===== src/rtl/csel_pkg.sv =====
// Shared helpers for the pipelined carry-select adder: stage count,
// a one-bit full adder, and the signed saturation bounds.
package csel_pkg;

  // Upper bound on operand width that the saturation helpers can describe.
  localparam int CSEL_MAX_WIDTH = 256;

  // Number of pipeline stages (one carry-select slice per stage).
  function automatic int csel_num_stages(input int width, input int block);
    return width / block;
  endfunction

  // One-bit full adder, returned as {carry_out, sum}.
  function automatic logic [1:0] csel_full_add(input logic a, input logic b, input logic c);
    logic s;
    logic co;
    s  = a ^ b ^ c;
    co = (a & b) | (a & c) | (b & c);
    return {co, s};
  endfunction

  // Largest positive two's-complement value of the given width (0x7F..F).
  function automatic logic [CSEL_MAX_WIDTH-1:0] csel_sat_max(input int width);
    logic [CSEL_MAX_WIDTH-1:0] v;
    v = '0;
    for (int i = 0; i < width - 1; i++) begin
      v[i] = 1'b1;
    end
    return v;
  endfunction

  // Most negative two's-complement value of the given width (0x80..0).
  function automatic logic [CSEL_MAX_WIDTH-1:0] csel_sat_min(input int width);
    logic [CSEL_MAX_WIDTH-1:0] v;
    v = '0;
    v[width-1] = 1'b1;
    return v;
  endfunction

endpackage


===== src/rtl/csel_slice.sv =====
// One carry-select slice: two BLOCK-bit ripple-carry chains evaluated in
// parallel, one assuming carry-in 0 and one assuming carry-in 1. The
// enclosing pipeline picks the right pair once the real carry is known.
module csel_slice
  import csel_pkg::*;
#(
  parameter int BLOCK = 4
) (
  input  logic [BLOCK-1:0] a,
  input  logic [BLOCK-1:0] b,
  output logic [BLOCK-1:0] sum0,
  output logic             cout0,
  output logic [BLOCK-1:0] sum1,
  output logic             cout1
);

  // Ripple carries of the two speculative chains; bit 0 is the assumed carry-in.
  logic [BLOCK:0] c0;
  logic [BLOCK:0] c1;

  assign c0[0] = 1'b0;
  assign c1[0] = 1'b1;

  genvar gi;
  // Full-adder cells, one per bit, for both speculative chains.
  for (gi = 0; gi < BLOCK; gi++) begin : gen_fa
    logic [1:0] fa0;
    logic [1:0] fa1;

    assign fa0 = csel_full_add(a[gi], b[gi], c0[gi]);
    assign fa1 = csel_full_add(a[gi], b[gi], c1[gi]);

    assign sum0[gi]  = fa0[0];
    assign c0[gi+1]  = fa0[1];
    assign sum1[gi]  = fa1[0];
    assign c1[gi+1]  = fa1[1];
  end

  assign cout0 = c0[BLOCK];
  assign cout1 = c1[BLOCK];

endmodule


===== src/rtl/pipelined_csel_adder.sv =====
// Pipelined carry-select adder/subtractor. WIDTH-bit operands are split into
// BLOCK-bit slices; stage k resolves slice k using the registered carry from
// stage k-1, so latency is WIDTH/BLOCK cycles and throughput is one beat per
// cycle. A single global advance signal stalls every stage together, which
// gives full backpressure without collapsing bubbles.
//
// Optional build macro: CSEL_ADD_SAT_EN -- when defined, the final stage
// clamps signed overflow to 0x7F..F / 0x80..0 (out_ovf still reported,
// out_cout unchanged). When undefined the raw wrapped sum is output.
module pipelined_csel_adder
  import csel_pkg::*;
#(
  parameter int WIDTH = 16,
  parameter int BLOCK = 4
) (
  input  logic             clk,
  input  logic             rst,
  input  logic             in_valid,
  output logic             in_ready,
  input  logic [WIDTH-1:0] in_a,
  input  logic [WIDTH-1:0] in_b,
  input  logic             in_cin,
  input  logic             in_sub,
  output logic             out_valid,
  input  logic             out_ready,
  output logic [WIDTH-1:0] out_sum,
  output logic             out_cout,
  output logic             out_ovf
);

  localparam int S = csel_num_stages(WIDTH, BLOCK);

  // Reject configurations where the slices do not tile the operand exactly.
  if (BLOCK < 1 || WIDTH < BLOCK || (WIDTH % BLOCK) != 0) begin : gen_bad_cfg
    $error("pipelined_csel_adder: WIDTH must be a positive multiple of BLOCK");
  end

  // Whole pipeline moves when the output slot is empty or being drained.
  logic adv;
  logic accept;

  assign adv      = ~out_valid | out_ready;
  assign in_ready = adv & ~rst;
  assign accept   = in_valid & in_ready;

  genvar gi;
  for (gi = 0; gi < S; gi++) begin : gen_stage
    // Inputs to this stage: operands still to be resolved, partial sum,
    // carry into this slice, and the beat's valid bit.
    logic [WIDTH-1:0] src_a;
    logic [WIDTH-1:0] src_b;
    logic [WIDTH-1:0] src_sum;
    logic             src_cin;
    logic             src_valid;

    // Speculative slice results and the selected pair.
    logic [BLOCK-1:0] sum0;
    logic [BLOCK-1:0] sum1;
    logic             cout0;
    logic             cout1;
    logic [BLOCK-1:0] slice_sum;
    logic             slice_cout;

    // Partial sum with this slice filled in, and what the register captures.
    logic [WIDTH-1:0] sum_next;
    logic [WIDTH-1:0] sum_d;

    // Stage registers.
    logic [WIDTH-1:0] a_reg;
    logic [WIDTH-1:0] b_reg;
    logic [WIDTH-1:0] sum_reg;
    logic             carry_reg;
    logic             valid_reg;

    if (gi == 0) begin : gen_src
      // First stage takes operands straight from the input port; B is
      // inverted and carry-in forced to 1 for subtraction.
      assign src_a     = in_a;
      assign src_b     = in_sub ? ~in_b : in_b;
      assign src_cin   = in_sub | in_cin;
      assign src_sum   = '0;
      assign src_valid = accept;
    end else begin : gen_src
      assign src_a     = gen_stage[gi-1].a_reg;
      assign src_b     = gen_stage[gi-1].b_reg;
      assign src_cin   = gen_stage[gi-1].carry_reg;
      assign src_sum   = gen_stage[gi-1].sum_reg;
      assign src_valid = gen_stage[gi-1].valid_reg;
    end

    csel_slice #(
      .BLOCK (BLOCK)
    ) u_slice (
      .a     (src_a[gi*BLOCK +: BLOCK]),
      .b     (src_b[gi*BLOCK +: BLOCK]),
      .sum0  (sum0),
      .cout0 (cout0),
      .sum1  (sum1),
      .cout1 (cout1)
    );

    assign slice_sum  = src_cin ? sum1  : sum0;
    assign slice_cout = src_cin ? cout1 : cout0;

    // Insert this slice's resolved bits into the running sum.
    always_comb begin
      sum_next = src_sum;
      sum_next[gi*BLOCK +: BLOCK] = slice_sum;
    end

    if (gi == S - 1) begin : gen_out
      logic msb_cin;
      logic ovf_next;
      logic ovf_reg;
      logic unused_ops;

      // Carry into the MSB is recovered from the MSB's own sum bit.
      assign msb_cin  = src_a[WIDTH-1] ^ src_b[WIDTH-1] ^ slice_sum[BLOCK-1];
      assign ovf_next = msb_cin ^ slice_cout;

`ifdef CSEL_ADD_SAT_EN
      localparam logic [CSEL_MAX_WIDTH-1:0] SAT_MAX_FULL = csel_sat_max(WIDTH);
      localparam logic [CSEL_MAX_WIDTH-1:0] SAT_MIN_FULL = csel_sat_min(WIDTH);
      localparam logic [WIDTH-1:0] SAT_MAX = SAT_MAX_FULL[WIDTH-1:0];
      localparam logic [WIDTH-1:0] SAT_MIN = SAT_MIN_FULL[WIDTH-1:0];

      // Raw MSB set on overflow means two positives wrapped negative.
      assign sum_d = ovf_next ? (sum_next[WIDTH-1] ? SAT_MAX : SAT_MIN) : sum_next;
`else
      assign sum_d = sum_next;
`endif

      // Overflow flag travels with the final result.
      always_ff @(posedge clk) begin
        if (rst) begin
          ovf_reg <= 1'b0;
        end else if (adv) begin
          ovf_reg <= ovf_next;
        end
      end

      // The last stage has no further slices to feed.
      assign unused_ops = ^{a_reg, b_reg};

      assign out_valid = valid_reg;
      assign out_sum   = sum_reg;
      assign out_cout  = carry_reg;
      assign out_ovf   = ovf_reg;
    end else begin : gen_mid
      assign sum_d = sum_next;
    end

    // Stage register: shifts on every advance, bubbles included.
    always_ff @(posedge clk) begin
      if (rst) begin
        valid_reg <= 1'b0;
        sum_reg   <= '0;
        carry_reg <= 1'b0;
        a_reg     <= '0;
        b_reg     <= '0;
      end else if (adv) begin
        valid_reg <= src_valid;
        sum_reg   <= sum_d;
        carry_reg <= slice_cout;
        a_reg     <= src_a;
        b_reg     <= src_b;
      end
    end
  end

endmodule


===== config.mk =====
export PLATFORM = sky130hd
export DESIGN_NAME = pipelined_csel_adder
export DESIGN_NICKNAME = d
export VERILOG_FILES = /design/src/rtl/csel_pkg.sv /design/src/rtl/csel_slice.sv /design/src/rtl/pipelined_csel_adder.sv
export SDC_FILE = /design/constraint.sdc
export NUM_CORES = 1
export LEC_CHECK = 0
export ABC_AREA = 1
export CORE_MARGIN = 3
export CORE_UTILIZATION = 55
export CTS_BUF_LIST = sky130_fd_sc_hd__clkbuf_8 sky130_fd_sc_hd__clkbuf_16
export DETAILED_ROUTE_END_ITERATION = 7
export PLACE_DENSITY = 0.92
export SLEW_MARGIN = 20
export SYNTH_ARGS = -nofsm -noshare
export SYNTH_HDL_FRONTEND = slang
export SYNTH_SLANG_ARGS = --single-unit

===== constraint.sdc =====
create_clock -name clk -period 3.1 [get_ports clk]
set_clock_uncertainty 0.05 [all_clocks]
set_input_delay 0.62 -clock clk [delete_from_list [all_inputs] [get_ports clk]]
set_output_delay 0.62 -clock clk [all_outputs]
set_load 0.03 [all_outputs]

==> insert_results.sql <==
INSERT INTO impl_metrics (metric_group, metric, value, unit) VALUES
('status', 'outcome', 'completed', ''),
('timing', 'timing.fmax', '392', 'MHz'),
('timing', 'max_slew_margin', '57.4', '%'),
('cells_and_area', 'mostFrequentLayoutCell', 'dfxtp_1', ''),
('power_and_ir_drop', 'power_leakage', '2.14', 'nW'),
('cells_and_area', 'final_design_area_no_fill', '4900', 'sq um'),
('clocking', 'cts_max_path_buffers', '2', ''),
('worst_setup_path', 'cp_cell_sequence', 'clkdlybuf4s50_1 -> nor2_2 -> buf_4', ''),
('worst_setup_path', 'critPathBufInv', '2', ''),
('cells_and_area', 'layout-area-overhead-vs-synth', '19.8', '%'),
('clocking', 'ctsHtreeMaxLevel', '3', ''),
('route', 'routed_wirelength', '8.79', 'mm'),
('timing', 'period_utilization_post_route', '82.3', '%'),
('die', 'floorplan.initialDensity', '58.3', '%'),
('global_route', 'grtUsageMet1', '24.9', '%'),
('worst_setup_path', 'crit_path_end_kind', 'primary output', ''),
('die', 'ios', '58', ''),
('synth', 'synth.ff_latch_count', '97', ''),
('timing', 'final.min_clock_period', '2550', 'ps'),
('clocking', 'tritoncts_clock_tree', 'yes', ''),
('cells_and_area', 'stdcell_count', '643', ''),
('timing', 'setup_total_negative_slack', '0', 'ps'),
('clocking', 'cts_made_buffers', '9', ''),
('route', 'drtPass1Iterations', '4', ''),
('cells_and_area', 'final_nets', '601', ''),
('clocking', 'postCtsSetupRepairBufs', '0', ''),
('worst_setup_path', 'critical_path.max_fanout', '6', ''),
('synth', 'synthDistinctLibCells', '30', ''),
('die', 'fp.dieW', '92.3', 'um'),
('route', 'drt_first_iter_violations', '158', ''),
('clocking', 'clk_root_buffer_cell', 'clkbuf_8', ''),
('global_route', 'antenna_violations_before_repair', '0', ''),
('clocking', 'cts_resized', '0', ''),
('die', 'area_of_the_core', '7020', 'sq um'),
('clocking', 'clkSinkCount', '97', ''),
('synth', 'syn-instance-count', '490', ''),
('cells_and_area', 'layout.cells.most_common_list', '97 x dfxtp_1, 82 x nand2_1, 63 x inv_1', ''),
('placed_design', 'dp_hpwl', '6.29', 'mm'),
('die', 'die-area', '8520', 'sq um'),
('worst_setup_path', 'worst_path_largest_cell_delay', '600', 'ps'),
('power_and_ir_drop', 'powerDensity', '516', 'nW/um^2'),
('global_route', 'grt-ovfl-total', '0', ''),
('cells_and_area', 'num_antenna_cells', '0', ''),
('route', 'detail_route.vias_per_cell', '5.33', ''),
('clocking', 'clkSlewWorstSetupHoldPaths', '90', 'ps'),
('synth', 'syn_nets', '548', ''),
('worst_setup_path', 'crit_arrival', '1880', 'ps'),
('cells_and_area', 'drive_gt1_share', '6.76', '%'),
('timing', 'timing.final.setup_violations', '0', ''),
('synth', 'syn_area_per_cell', '8.36', 'sq um'),
('timing', 'timing_worst_slew_pin_value', '639', 'ps'),
('worst_setup_path', 'timing.critical_path.from_type', 'input port', ''),
('power_and_ir_drop', 'post-layout-total-power', '0.00253', 'W'),
('global_route', 'pin_count_of_the_biggest_net_entering_global_routing', '36', ''),
('global_route', 'first_pass_grt_wire_length', '14.8', 'mm'),
('timing', 'max_slew_violation_total_from_the_final_report', '0', ''),
('route', 'detail-route-antenna-nets', '0', ''),
('global_route', 'global_route.usage.met3', '5.93', '%'),
('worst_setup_path', 'critPathKind', 'in -> out', ''),
('job', 'maxCapViolations', '0', ''),
('synth', 'yosys_warnings', '0', ''),
('global_route', 'gr-max-usage-layer', 'met2', ''),
('cells_and_area', 'multiInputGateArea', '1770', 'sq um'),
('worst_setup_path', 'worstPathRequired', '2430', 'ps'),
('hold_path', 'hold_class', 'reg -> reg', ''),
('worst_setup_path', 'path_delay_family', 'buffers and inverters', ''),
('die', 'die_height', '92.3', 'um'),
('cells_and_area', 'register_area', '1940', 'sq um'),
('placed_design', 'finalWeightedCongestion', '0.836', ''),
('cells_and_area', 'fillers', '542', ''),
('global_route', 'groute.layer.met2.usage', '37.3', '%');
[where the power goes]
group / switching, W / internal [W]
sequential: 0.0000453 / 0.00134
combinational: 0.000208 / 0.000183
clock: 0.000405 / 0.000349
[layout make-up]
type	count	area share (%)
multi-input cells	304	36.2
well taps	96	2.45
clock buffers	12	3.37
flip-flops and latches	97	39.6
clock inverters	3	0.332
repair buffers	64	12.9
inverters	67	5.18
[cells by family (layout without fill, tap and decap cells)]
family / count (synthesis) / count (layout) / share of synthesized area (%)
AOI/OAI and AO/OA: 125 / 125 / 17.5
and+or+nand+nor: 134 / 134 / 14.4
DFF: 97 / 97 / 47.4
buffers and inverters: 89 / 146 / 9.26
xor gates and xnor gates: 25 / 25 / 5.35
adders and majority gates: 20 / 20 / 6.11
[worst paths after layout]
path	startpoint	end	slack [ps]	cells past startpoint
worst max-delay path	rst	in_ready	550	3
worst min-delay path	out_cout	out_cout	410	2
worst max register to register	out_valid	gen_stage[1].sum_reg[5]	1380	8
worst min register to register	out_cout	out_cout	410	2
[synthesized netlist by cell type]
master / count / share of area [%]
buf_2: 10 / 1.2
o211ai_1: 1 / 0.18
ha_1: 20 / 6.1
o22ai_1: 21 / 3.2
clkbuf_1: 4 / 0.37
dfxtp_1: 97 / 47
buf_6: 1 / 0.27
nor2_8: 2 / 0.98
xor2_1: 5 / 1.1
inv_1: 62 / 5.7
buf_4: 6 / 1.1
nand3b_1: 4 / 0.73
xnor2_1: 20 / 4.3
o21ai_1: 7 / 0.86
inv_4: 1 / 0.15
nor2_4: 1 / 0.27
o21ai_0: 52 / 6.4
or2_2: 2 / 0.31
nor2_2: 1 / 0.15
a22oi_2: 3 / 0.92
a21oi_1: 31 / 3.8
and2_1: 1 / 0.15
nor2_1: 25 / 2.3
o21bai_1: 1 / 0.18
nand3_1: 16 / 2.0
o22ai_2: 1 / 0.31
buf_1: 1 / 0.092
inv_2: 4 / 0.37
nand2_1: 82 / 7.5
a22o_1: 8 / 1.7
[per-stage QoR]
stage	utilization, %	hold WS, ps	setup slack (ps)
finish	69.9	411	548
global route	69.9	435	511
CTS	69.9	413	559
detailed placement	67.3	398	467
global placement	67.3	388	594
floorplan	-	373	991
[per-layer routing]
metal / up-vias / share of wire [%]
met5: - / 0
met4: 0 / 2.8
met3: 23 / 5.7
met2: 103 / 50
li1: 1705 / -
met1: 1593 / 41
[tightest hold or removal path, cell delays in order (launching register included)]
cell,delay (ps)
dfxtp_1,320
nand2_1,60
nand2_1,40
Note: power is estimated with default switching activity, not from simulation.
